## src/rtl/wb_resp_pkg.sv

```systemverilog
// Shared types and widths for the Wishbone register responder.
package wb_resp_pkg;
  localparam int WB_DATA_W     = 32;
  localparam int WB_SEL_W      = 4;
  localparam int WB_WAIT_CNT_W = 4;

  typedef enum logic [1:0] {IDLE, WAIT, ACK} wb_resp_state_t;
endpackage

```

## src/rtl/wb_byte_merge.sv

```systemverilog
// Combinational byte-lane merge: lanes with sel set take the new word, others keep the old word.
module wb_byte_merge
  import wb_resp_pkg::*;
(
  input  logic [WB_DATA_W-1:0] old_word,
  input  logic [WB_DATA_W-1:0] new_word,
  input  logic [WB_SEL_W-1:0]  sel,
  output logic [WB_DATA_W-1:0] merged_word
);
  genvar gi;
  generate
    for (gi = 0; gi < WB_SEL_W; gi++) begin : g_lane
      assign merged_word[8*gi +: 8] = sel[gi] ? new_word[8*gi +: 8] : old_word[8*gi +: 8];
    end
  endgenerate
endmodule

```

## src/rtl/wishbone_reg_responder.sv

```systemverilog
// Wishbone B4 classic register bank with programmable wait states before acknowledge.
// Optional macro WB_RESP_ERR_EN adds wbs_err_o, raised instead of ack for out-of-range accesses.
module wishbone_reg_responder
  import wb_resp_pkg::*;
#(
  parameter int          NUM_REGS    = 8,
  parameter logic [31:0] BASE_ADDR   = 32'h3000_0000,
  parameter int          WAIT_STATES = 0
) (
  input  logic                    wb_clk_i,
  input  logic                    wb_rst_i,
  input  logic                    wbs_cyc_i,
  input  logic                    wbs_stb_i,
  input  logic                    wbs_we_i,
  input  logic [WB_SEL_W-1:0]     wbs_sel_i,
  input  logic [31:0]             wbs_adr_i,
  input  logic [WB_DATA_W-1:0]    wbs_dat_i,
  output logic                    wbs_ack_o,
  output logic [WB_DATA_W-1:0]    wbs_dat_o,
`ifdef WB_RESP_ERR_EN
  output logic                    wbs_err_o,
`endif
  output logic [32*NUM_REGS-1:0]  regs_o
);
  localparam int IDX_W = (NUM_REGS > 1) ? $clog2(NUM_REGS) : 1;
  localparam logic [WB_WAIT_CNT_W-1:0] WAIT_LOAD =
    (WAIT_STATES > 0) ? WB_WAIT_CNT_W'(WAIT_STATES - 1) : '0;

  wb_resp_state_t             state_reg, state_next;
  logic [WB_WAIT_CNT_W-1:0]   wait_cnt_reg, wait_cnt_next;
  logic                       we_reg;
  logic [WB_SEL_W-1:0]        sel_reg;
  logic [IDX_W-1:0]           idx_reg;
  logic [WB_DATA_W-1:0]       wdata_reg;
  logic                       in_range_reg;
  logic                       ack_reg;
  logic [WB_DATA_W-1:0]       rdata_reg;
  logic [WB_DATA_W-1:0]       regs_reg [NUM_REGS];

  logic                       req;
  logic [31:0]                bus_off;
  logic                       bus_in_range;
  logic [IDX_W-1:0]           bus_idx;
  logic                       use_bus;
  logic                       cur_we;
  logic [WB_SEL_W-1:0]        cur_sel;
  logic [IDX_W-1:0]           cur_idx;
  logic [WB_DATA_W-1:0]       cur_wdata;
  logic                       cur_in_range;
  logic [WB_DATA_W-1:0]       cur_word;
  logic [WB_DATA_W-1:0]       merged_word;
  logic                       enter_ack;
  logic                       resp_ok;
  logic                       wr_en;
  logic                       unused_adr_bits;

  assign req     = wbs_cyc_i & wbs_stb_i;
  assign bus_off = wbs_adr_i - BASE_ADDR;
  assign bus_in_range = (wbs_adr_i >= BASE_ADDR) && ({2'b00, bus_off[31:2]} < 32'(NUM_REGS));
  assign bus_idx = bus_off[IDX_W+1:2];
  assign unused_adr_bits = ^bus_off[1:0];

  // With zero wait states ACK is entered on the capture edge, so the live bus
  // values stand in for the captured ones while in IDLE.
  assign use_bus      = (state_reg == IDLE);
  assign cur_we       = use_bus ? wbs_we_i     : we_reg;
  assign cur_sel      = use_bus ? wbs_sel_i    : sel_reg;
  assign cur_idx      = use_bus ? bus_idx      : idx_reg;
  assign cur_wdata    = use_bus ? wbs_dat_i    : wdata_reg;
  assign cur_in_range = use_bus ? bus_in_range : in_range_reg;
  assign cur_word     = regs_reg[cur_idx];

  always_comb begin
    state_next    = state_reg;
    wait_cnt_next = wait_cnt_reg;
    enter_ack     = 1'b0;
    case (state_reg)
      IDLE: begin
        if (req) begin
          if (WAIT_STATES > 0) begin
            state_next    = WAIT;
            wait_cnt_next = WAIT_LOAD;
          end else begin
            state_next = ACK;
            enter_ack  = 1'b1;
          end
        end
      end
      WAIT: begin
        if (!req) begin
          state_next    = IDLE;
          wait_cnt_next = '0;
        end else if (wait_cnt_reg == '0) begin
          state_next = ACK;
          enter_ack  = 1'b1;
        end else begin
          wait_cnt_next = wait_cnt_reg - 1'b1;
        end
      end
      ACK:     state_next = IDLE;
      default: state_next = IDLE;
    endcase
  end

`ifdef WB_RESP_ERR_EN
  logic err_reg;
  assign resp_ok   = cur_in_range;
  assign wbs_err_o = err_reg;
  always_ff @(posedge wb_clk_i) begin
    if (wb_rst_i) err_reg <= 1'b0;
    else          err_reg <= enter_ack & ~cur_in_range;
  end
`else
  assign resp_ok = 1'b1;
`endif

  assign wr_en = enter_ack & cur_we & cur_in_range;

  wb_byte_merge u_merge (
    .old_word    (cur_word),
    .new_word    (cur_wdata),
    .sel         (cur_sel),
    .merged_word (merged_word)
  );

  always_ff @(posedge wb_clk_i) begin
    if (wb_rst_i) begin
      state_reg    <= IDLE;
      wait_cnt_reg <= '0;
      we_reg       <= 1'b0;
      sel_reg      <= '0;
      idx_reg      <= '0;
      wdata_reg    <= '0;
      in_range_reg <= 1'b0;
      ack_reg      <= 1'b0;
      rdata_reg    <= '0;
    end else begin
      state_reg    <= state_next;
      wait_cnt_reg <= wait_cnt_next;
      if (state_reg == IDLE && req) begin
        we_reg       <= wbs_we_i;
        sel_reg      <= wbs_sel_i;
        idx_reg      <= bus_idx;
        wdata_reg    <= wbs_dat_i;
        in_range_reg <= bus_in_range;
      end
      ack_reg   <= enter_ack & resp_ok;
      rdata_reg <= (enter_ack && !cur_we && cur_in_range) ? cur_word : '0;
    end
  end

  always_ff @(posedge wb_clk_i) begin
    if (wb_rst_i) begin
      for (int k = 0; k < NUM_REGS; k++) regs_reg[k] <= '0;
    end else if (wr_en) begin
      regs_reg[cur_idx] <= merged_word;
    end
  end

  assign wbs_ack_o = ack_reg;
  assign wbs_dat_o = rdata_reg;

  genvar gi;
  generate
    for (gi = 0; gi < NUM_REGS; gi++) begin : g_regs_out
      assign regs_o[32*gi +: 32] = regs_reg[gi];
    end
  endgenerate
endmodule

```

## config.mk

```make
export PLATFORM = sky130hd
export DESIGN_NAME = wishbone_reg_responder
export DESIGN_NICKNAME = d
export VERILOG_FILES = /design/src/rtl/wb_resp_pkg.sv /design/src/rtl/wb_byte_merge.sv /design/src/rtl/wishbone_reg_responder.sv
export SDC_FILE = /design/constraint.sdc
export NUM_CORES = 1
export LEC_CHECK = 0
export ABC_AREA = 1
export CORE_ASPECT_RATIO = 1.2
export CORE_MARGIN = 1.5
export CORE_UTILIZATION = 38
export DETAILED_ROUTE_END_ITERATION = 12
export GPL_ROUTABILITY_DRIVEN = 0
export PLACE_DENSITY = 0.67
export SLEW_MARGIN = 20
export SYNTH_ARGS = -nofsm -noshare
export SYNTH_HDL_FRONTEND = slang
export SYNTH_HIERARCHICAL = 1
export SYNTH_SLANG_ARGS = --single-unit
```

## constraint.sdc

```tcl
create_clock -name wb_clk_i -period 5.2 [get_ports wb_clk_i]
set_input_delay 1.04 -clock wb_clk_i [delete_from_list [all_inputs] [get_ports wb_clk_i]]
set_output_delay 1.04 -clock wb_clk_i [all_outputs]
set_load 0.01 [all_outputs]
```

==> reports/qor.csv, run 1 <==
stage,metric,value,unit
run_status,status,completed,
timing,drv_slew,0,
global_routing,grt_use_total,0.267,
power_and_ir_drop,ir_worst_vdd,237,uV
clock_network,cts_tree,yes,
critical_path,cp.arrival,4.66,ns
critical_path,critPathLaunch,state_reg[1],
route,wl_met1,20.8,mm
die,fp.coreArea,38900,um^2
placed_design,dp_hpwl,35.2,mm
timing,max_freq,233,MHz
clock_network,ctsHoldBuffers,0,
critical_path,r2r.worst_path.cells,13,
critical_path,worstPathRequired,5.57,ns
clock_network,cts-resized-gates,0,
timing,rsz0062_at_grt,no,
yosys,synthCells,1865,
timing,finalClockSkew,0.0166,ns
route,route.met2.wl,26.3,mm
timing,setup_viol,0,
critical_path,r2r_end,regs_reg[7][16],
cells_and_area,synthToLayoutAreaGrowth,35.0,%
placed_design,pre_cts_ws,0.973,ns
route,wl_per_cell,20.1,um
critical_path,crit_type,reg2reg,
route,top_layer_used,met5,
timing,setup_ws,0.912,ns
global_routing,antenna_found_initial,2,
die,die_h,221,um
power_and_ir_drop,p_seq_frac,0.472,
timing,fin_crit,4.29,ns
clock_network,cts-root-buf,clkbuf_16,
cells_and_area,largest_reg_flops,256,
die,ios,362,
critical_path,r2r_slack,0.91,ns
critical_path,crit_path_end,regs_reg[7][16],
route,dr.pass1.iters,6,
placed_design,placed_cell_area,19200,um^2
power_and_ir_drop,power.internal,4720,uW
power_and_ir_drop,power.leakage,0.00879,uW
placed_design,placedCellCount,2675,
timing,worst_slew_pin_slew,1.04,ns
timing,post-route-period-util,0.825,
clock_network,ctsLongestPathBuffers,3,
power_and_ir_drop,p_clk_frac,0.402,
power_and_ir_drop,swShare,0.256,
route,drc,0,
yosys,synth_area_leaders,"edfxtp_1 (51%), nand2_1 (22%), dfxtp_1 (9.8%), nor2_1 (9.4%), inv_1 (2.0%)",
clock_network,htreeDepth,2,
placed_design,portBuffers,359,
yosys,seq_area_frac_synth,0.607,
timing,fin_tns_setup,0,ns
die,dieArea,41000,um^2
yosys,syn_area_per_cell,8.10,um^2
route,routed_wl,55.2,mm
yosys,syn_area,15100,um^2
power_and_ir_drop,p_comb_frac,0.126,
route,dr_wl_met3,5.16,mm
power_and_ir_drop,p_switching,1620,uW
critical_path,critPathCaptureType,register,
timing,hold_viol_final,0,
global_routing,grt_max_degree,69,
route,vias_per_cell,5.06,
cells_and_area,fin_nets,2260,
die,initial_utilization,0.388,
timing,slew_headroom,0.301,
critical_path,worst_r2r_startpoint,state_reg[1],
yosys,post_synth_num_cell_types,21,
yosys,yosysTopAreaCell,edfxtp_1,
critical_path,startpoint_type,register,
clock_network,cts.sinks,330,
route,ant_nets,0,
global_routing,grt_pass1_wl,80.9,mm
yosys,ys_ff_latch,330,
clock_network,post-cts-setup-buffers,0,
cells_and_area,postLayoutCellArea,20400,um^2
yosys,ys_warn_count,6,
power_and_ir_drop,powerDensity,311,nW/um^2
global_routing,grt_pass1_vias,13300,
run,maxCapViolCount,0,
cells_and_area,finalNonFillerCells,2739,
route,vias,13900,
global_routing,grt-ovfl-total,0,
clock_network,clkTransAtPathRegs,0.06,ns
critical_path,crit_fanout,41,
clock_network,clk_latency,0.52,ns
route,first_iter_violations,1479,
die,rows,79,
die,die_w,185,um
yosys,syn-num-nets,1938,
clock_network,cts_made_buffers,36,
hold_path,holdCritPathClass,reg2reg,
cells_and_area,layout-drive-gt1-share,0.0484,
yosys,netlist.area_leader.share,0.509,
==> how the worst min path moves through the flow <==
| stage | end | startpoint | cells after the start |
|---|---|---|---|
| floorplan | idx_reg[2] | idx_reg[2] | 2 |
| global placement | idx_reg[2] | idx_reg[2] | 2 |
| detailed placement | in_range_reg | in_range_reg | 2 |
| CTS | in_range_reg | in_range_reg | 2 |
| global route | sel_reg[3] | sel_reg[3] | 2 |
| finish | idx_reg[2] | idx_reg[2] | 2 |
==> cell families after synthesis <==
family                 Yosys count  synth area share
and+or+nand+nor               1309             0.329
AOI/OAI and AO/OA               40            0.0135
buffers and inverters          186            0.0508
DFF                            330             0.607
==> power by group through the flow <==
stage | clock [uW] | sequential, uW | combinational, uW
CTS | 2570 | 2990 | 799
detailed placement | 0 | 3050 | 796
global route | 2670 | 3000 | 879
global placement | 0 | 3040 | 787
finish | 2540 | 2990 | 801
floorplan | 0 | 3060 | 389
==> worst max-delay path, stage by stage, from the launching register on <==
cell and delay, ns:
dfxtp_2 0.94, inv_2 0.57, nand2_1 0.26, nand2_4 0.26, inv_2 0.70, buf_4 0.53
nand2_1 0.11, nand2_1 0.08, nand2_1 0.05, nand2_1 0.17, nand2_1 0.07, nand2_1 0.06
inv_1 0.12, nor2_1 0.15
==> through the flow <==
step	utilization	hold WS, ns	total power, uW
global route	0.524	0.501	6550
CTS	0.524	0.474	6360
finish	0.524	0.473	6340
detailed placement	0.494	0.464	3840
floorplan	-	0.447	3450
global placement	0.494	0.454	3830
==> cell usage after synthesis <==
master / count
nand2_1: 903
nor2_1: 378
edfxtp_1: 256
inv_1: 79
dfxtp_1: 74
clkbuf_1: 57
o21ai_0: 39
buf_2: 31
nand3_1: 11
nor3_1: 9
buf_1: 8
inv_2: 7
buf_6: 4
and2_0: 2
nand2_2: 1
nand3_2: 1
nand3b_1: 1
nor2_2: 1
nor3b_1: 1
o21ai_2: 1
or2_1: 1
==> cell type report <==
type	instances	area [um^2]
diodes	2	5.00
clock buffers	48	1010
clock inverters	14	145
fillers	3578	18500
inverters	86	325
multi-input cells	1349	5260
flip-flops and latches	330	9170
well taps	526	658
repair buffers	384	3830
==> per-layer routing <==
layer	GRT usage	up-vias
met5	0	-
met4	0.138	2
met3	0.0477	149
met2	0.439	809
met1	0.333	6481
li1	-	6422
==> placed cells by master (no fill, tap or decap), types with 3 or more instances in the layout <==
master / synthesis / final
buf_4: 0 / 21
nand2_1: 903 / 893
clkbuf_16: 0 / 37
clkinv_2: 0 / 5
inv_1: 79 / 76
clkinv_1: 0 / 6
clkdlybuf4s50_1: 0 / 359
edfxtp_1: 256 / 256
nor2_1: 378 / 378
o21ai_0: 39 / 39
bufinv_16: 0 / 3
nor3_1: 9 / 9
nand2_2: 1 / 8
inv_2: 7 / 7
buf_12: 0 / 4
clkbuf_8: 0 / 4
nand3_1: 11 / 3
nand3_2: 1 / 9
nand2_4: 0 / 3
dfxtp_1: 74 / 73
clkbuf_1: 57 / 7
(Power assumes the default switching activity.)
==> run 2: changes to the inputs <==
--- a/config.mk
+++ b/config.mk
@@ -11,7 +11,7 @@
 export CORE_UTILIZATION = 38
 export DETAILED_ROUTE_END_ITERATION = 12
 export GPL_ROUTABILITY_DRIVEN = 0
-export PLACE_DENSITY = 0.67
+export PLACE_DENSITY = 0.69
 export SLEW_MARGIN = 20
 export SYNTH_ARGS = -nofsm -noshare
 export SYNTH_HDL_FRONTEND = slang
==> constraint.sdc (replaced) <==
create_clock -name wb_clk_i -period 3.77 [get_ports wb_clk_i]
set_input_delay 0.754 -clock wb_clk_i [delete_from_list [all_inputs] [get_ports wb_clk_i]]
set_output_delay 0.754 -clock wb_clk_i [all_outputs]
set_load 0.01 [all_outputs]
==> run 2 against run 1 <==
Utilization up 0.14 points. Sequential cell count unchanged. Global-route usage down 0.79 points. Wire length down 3.0%. Critical path type is now in2reg. Largest cell class unchanged.
==> reports/qor.csv, run 2 (synthesis results as in run 1) <==
stage,metric,value,unit
run_status,status,completed,
critical_path,cp_common_cell,nand2_1,
clock_network,ctsLongestPathBuffers,3,
clock_network,cts.sinks,330,
critical_path,worst_r2r_startpoint,state_reg[1],
power_and_ir_drop,swShare,0.256,
critical_path,crit_fanout,71,
timing,finalClockSkew,0.0181,ns
cells_and_area,final_common_cell,nand2_1,
route,first_iter_violations,1359,
cells_and_area,finalNonFillerCells,2750,
critical_path,startpoint_type,input pin,
cells_and_area,fillCellCount,3558,
timing,fin_crit,3.00,ns
timing,max_freq,333,MHz
global_routing,grt-ovfl-total,0,
power_and_ir_drop,ir_worst_vdd,304,uV
critical_path,crit_type,in2reg,
critical_path,critPathCaptureType,register,
timing,holdWs,0.474,ns
critical_path,cp.depth,15,
run,maxCapViolCount,0,
route,ant_nets,0,
critical_path,cp.arrival,3.38,ns
clock_network,cts_made_buffers,35,
global_routing,grt_max_degree,133,
clock_network,clk_latency,0.53,ns
critical_path,r2r_end,regs_reg[3][15],
die,dieArea,41000,um^2
critical_path,worst-path-buf-inv,4,
critical_path,crit_path_cell_trace,"clkdlybuf4s50_1, nand2_1, nand2_4, inv_4, buf_4, nand2_1, nand2_1, nand2_1, nand2_1, nand2_1, nand2_1, nand2_1, nand2_1, inv_1, nor2_1",
timing,rsz0062_at_grt,no,
power_and_ir_drop,powerDensity,427,nW/um^2
clock_network,clkTransAtPathRegs,0.06,ns
route,vias,13800,
timing,setup_viol,0,
placed_design,placed_cell_area,19300,um^2
clock_network,ctsHoldBuffers,0,
global_routing,grt_use_total,0.259,
clock_network,cts-resized-gates,0,
clock_network,cts_tree,yes,
die,fp.coreArea,38900,um^2
clock_network,post-cts-setup-buffers,0,
critical_path,worstPathRequired,4.15,ns
power_and_ir_drop,p_comb_frac,0.128,
critical_path,crit_path_end,regs_reg[3][15],
placed_design,placedCellCount,2687,
placed_design,portBuffers,359,
hold_path,worstHoldPathCells,2,
global_routing,antenna_found_initial,0,
die,initial_utilization,0.388,
route,dr.pass1.iters,5,
critical_path,r2r.worst_path.cells,15,
timing,drv_slew,0,
cells_and_area,num_antenna_cells,0,
cells_and_area,postLayoutCellArea,20500,um^2
critical_path,crit_slowest_cell,inv_4,
power_and_ir_drop,p_seq_frac,0.472,
clock_network,cts-root-buf,clkbuf_16,
critical_path,critPathTopFamily,buffers and inverters,
route,drc,0,
critical_path,r2r_slack,0.80,ns
timing,fin_tns_setup,0,ns
die,die_h,221,um
timing,hold_viol_final,0,
power_and_ir_drop,power.leakage,0.00885,uW
placed_design,pre_cts_ws,0.302,ns
route,vias_per_cell,5.02,
cells_and_area,layout-drive-gt1-share,0.0535,
power_and_ir_drop,power.internal,6500,uW
timing,slew_headroom,0.262,
timing,setup_ws,0.771,ns
global_routing,grt_pass1_vias,13400,
cells_and_area,layout_common_cells,"nand2_1 (893), nor2_1 (378), clkdlybuf4s50_1 (359), edfxtp_1 (256), inv_1 (78)",
timing,post-route-period-util,0.796,
die,die_w,185,um
global_routing,grt_pass1_wl,78.6,mm
hold_path,holdCritPathClass,reg2reg,
clock_network,htreeDepth,2,
timing,worst_slew_pin_slew,1.11,ns
placed_design,dp_hpwl,34.9,mm
critical_path,critPathLaunch,wbs_adr_i[2],
critical_path,cpPeakStageDelay,0.60,ns
cells_and_area,largest_reg_flops,256,
power_and_ir_drop,p_switching,2230,uW
power_and_ir_drop,p_clk_frac,0.401,
cells_and_area,fin_nets,2271,
route,routed_wl,53.5,mm
cells_and_area,synthToLayoutAreaGrowth,35.4,%
die,rows,79,
route,wl_per_cell,19.4,um
die,ios,362,
run 2: power groups by stage:
stage	sequential, uW	clock, uW	combinational [uW]
floorplan	4220	0	536
global placement	4190	0	1090
detailed placement	4190	0	1110
CTS	4120	3540	1110
global route	4130	3660	1220
finish	4120	3500	1120
run 2: worst min-delay path by stage:
stage                            start            to  slack, ns
after floorplan             idx_reg[2]    idx_reg[2]       0.45
after global placement      idx_reg[2]    idx_reg[2]       0.45
after detailed placement  in_range_reg  in_range_reg       0.47
after CTS                 in_range_reg  in_range_reg       0.48
after global routing      wdata_reg[6]  wdata_reg[6]       0.50
final                     in_range_reg  in_range_reg       0.47
run 2: layout make-up:
type,count,area (um^2),area share
repair buffers,396,3900,0.191
well taps,526,658,0.0322
clock inverters,14,149,0.00728
inverters,86,325,0.0159
flip-flops and latches,330,9170,0.448
multi-input cells,1349,5250,0.257
clock buffers,49,1000,0.0489
run 2: routing by layer:
| metal | GRT usage | routed length (um) | vias up |
|---|---|---|---|
| li1 | - | - | 6441 |
| met1 | 0.317 | 20000 | 6400 |
| met2 | 0.425 | 25400 | 803 |
| met3 | 0.0486 | 4880 | 153 |
| met4 | 0.148 | 3180 | 0 |
| met5 | 0 | 0 | - |
run 2: per-stage QoR:
stage | power (uW) | util
floorplan | 4760 | -
global route | 9020 | 0.525
detailed placement | 5300 | 0.496
finish | 8730 | 0.525
CTS | 8770 | 0.525
global placement | 5280 | 0.496
run 2: tightest hold or removal path, stage by stage (launching register included):
cell and delay (ns):
dfxtp_1 0.31, nand3_1 0.07, nand2_1 0.05
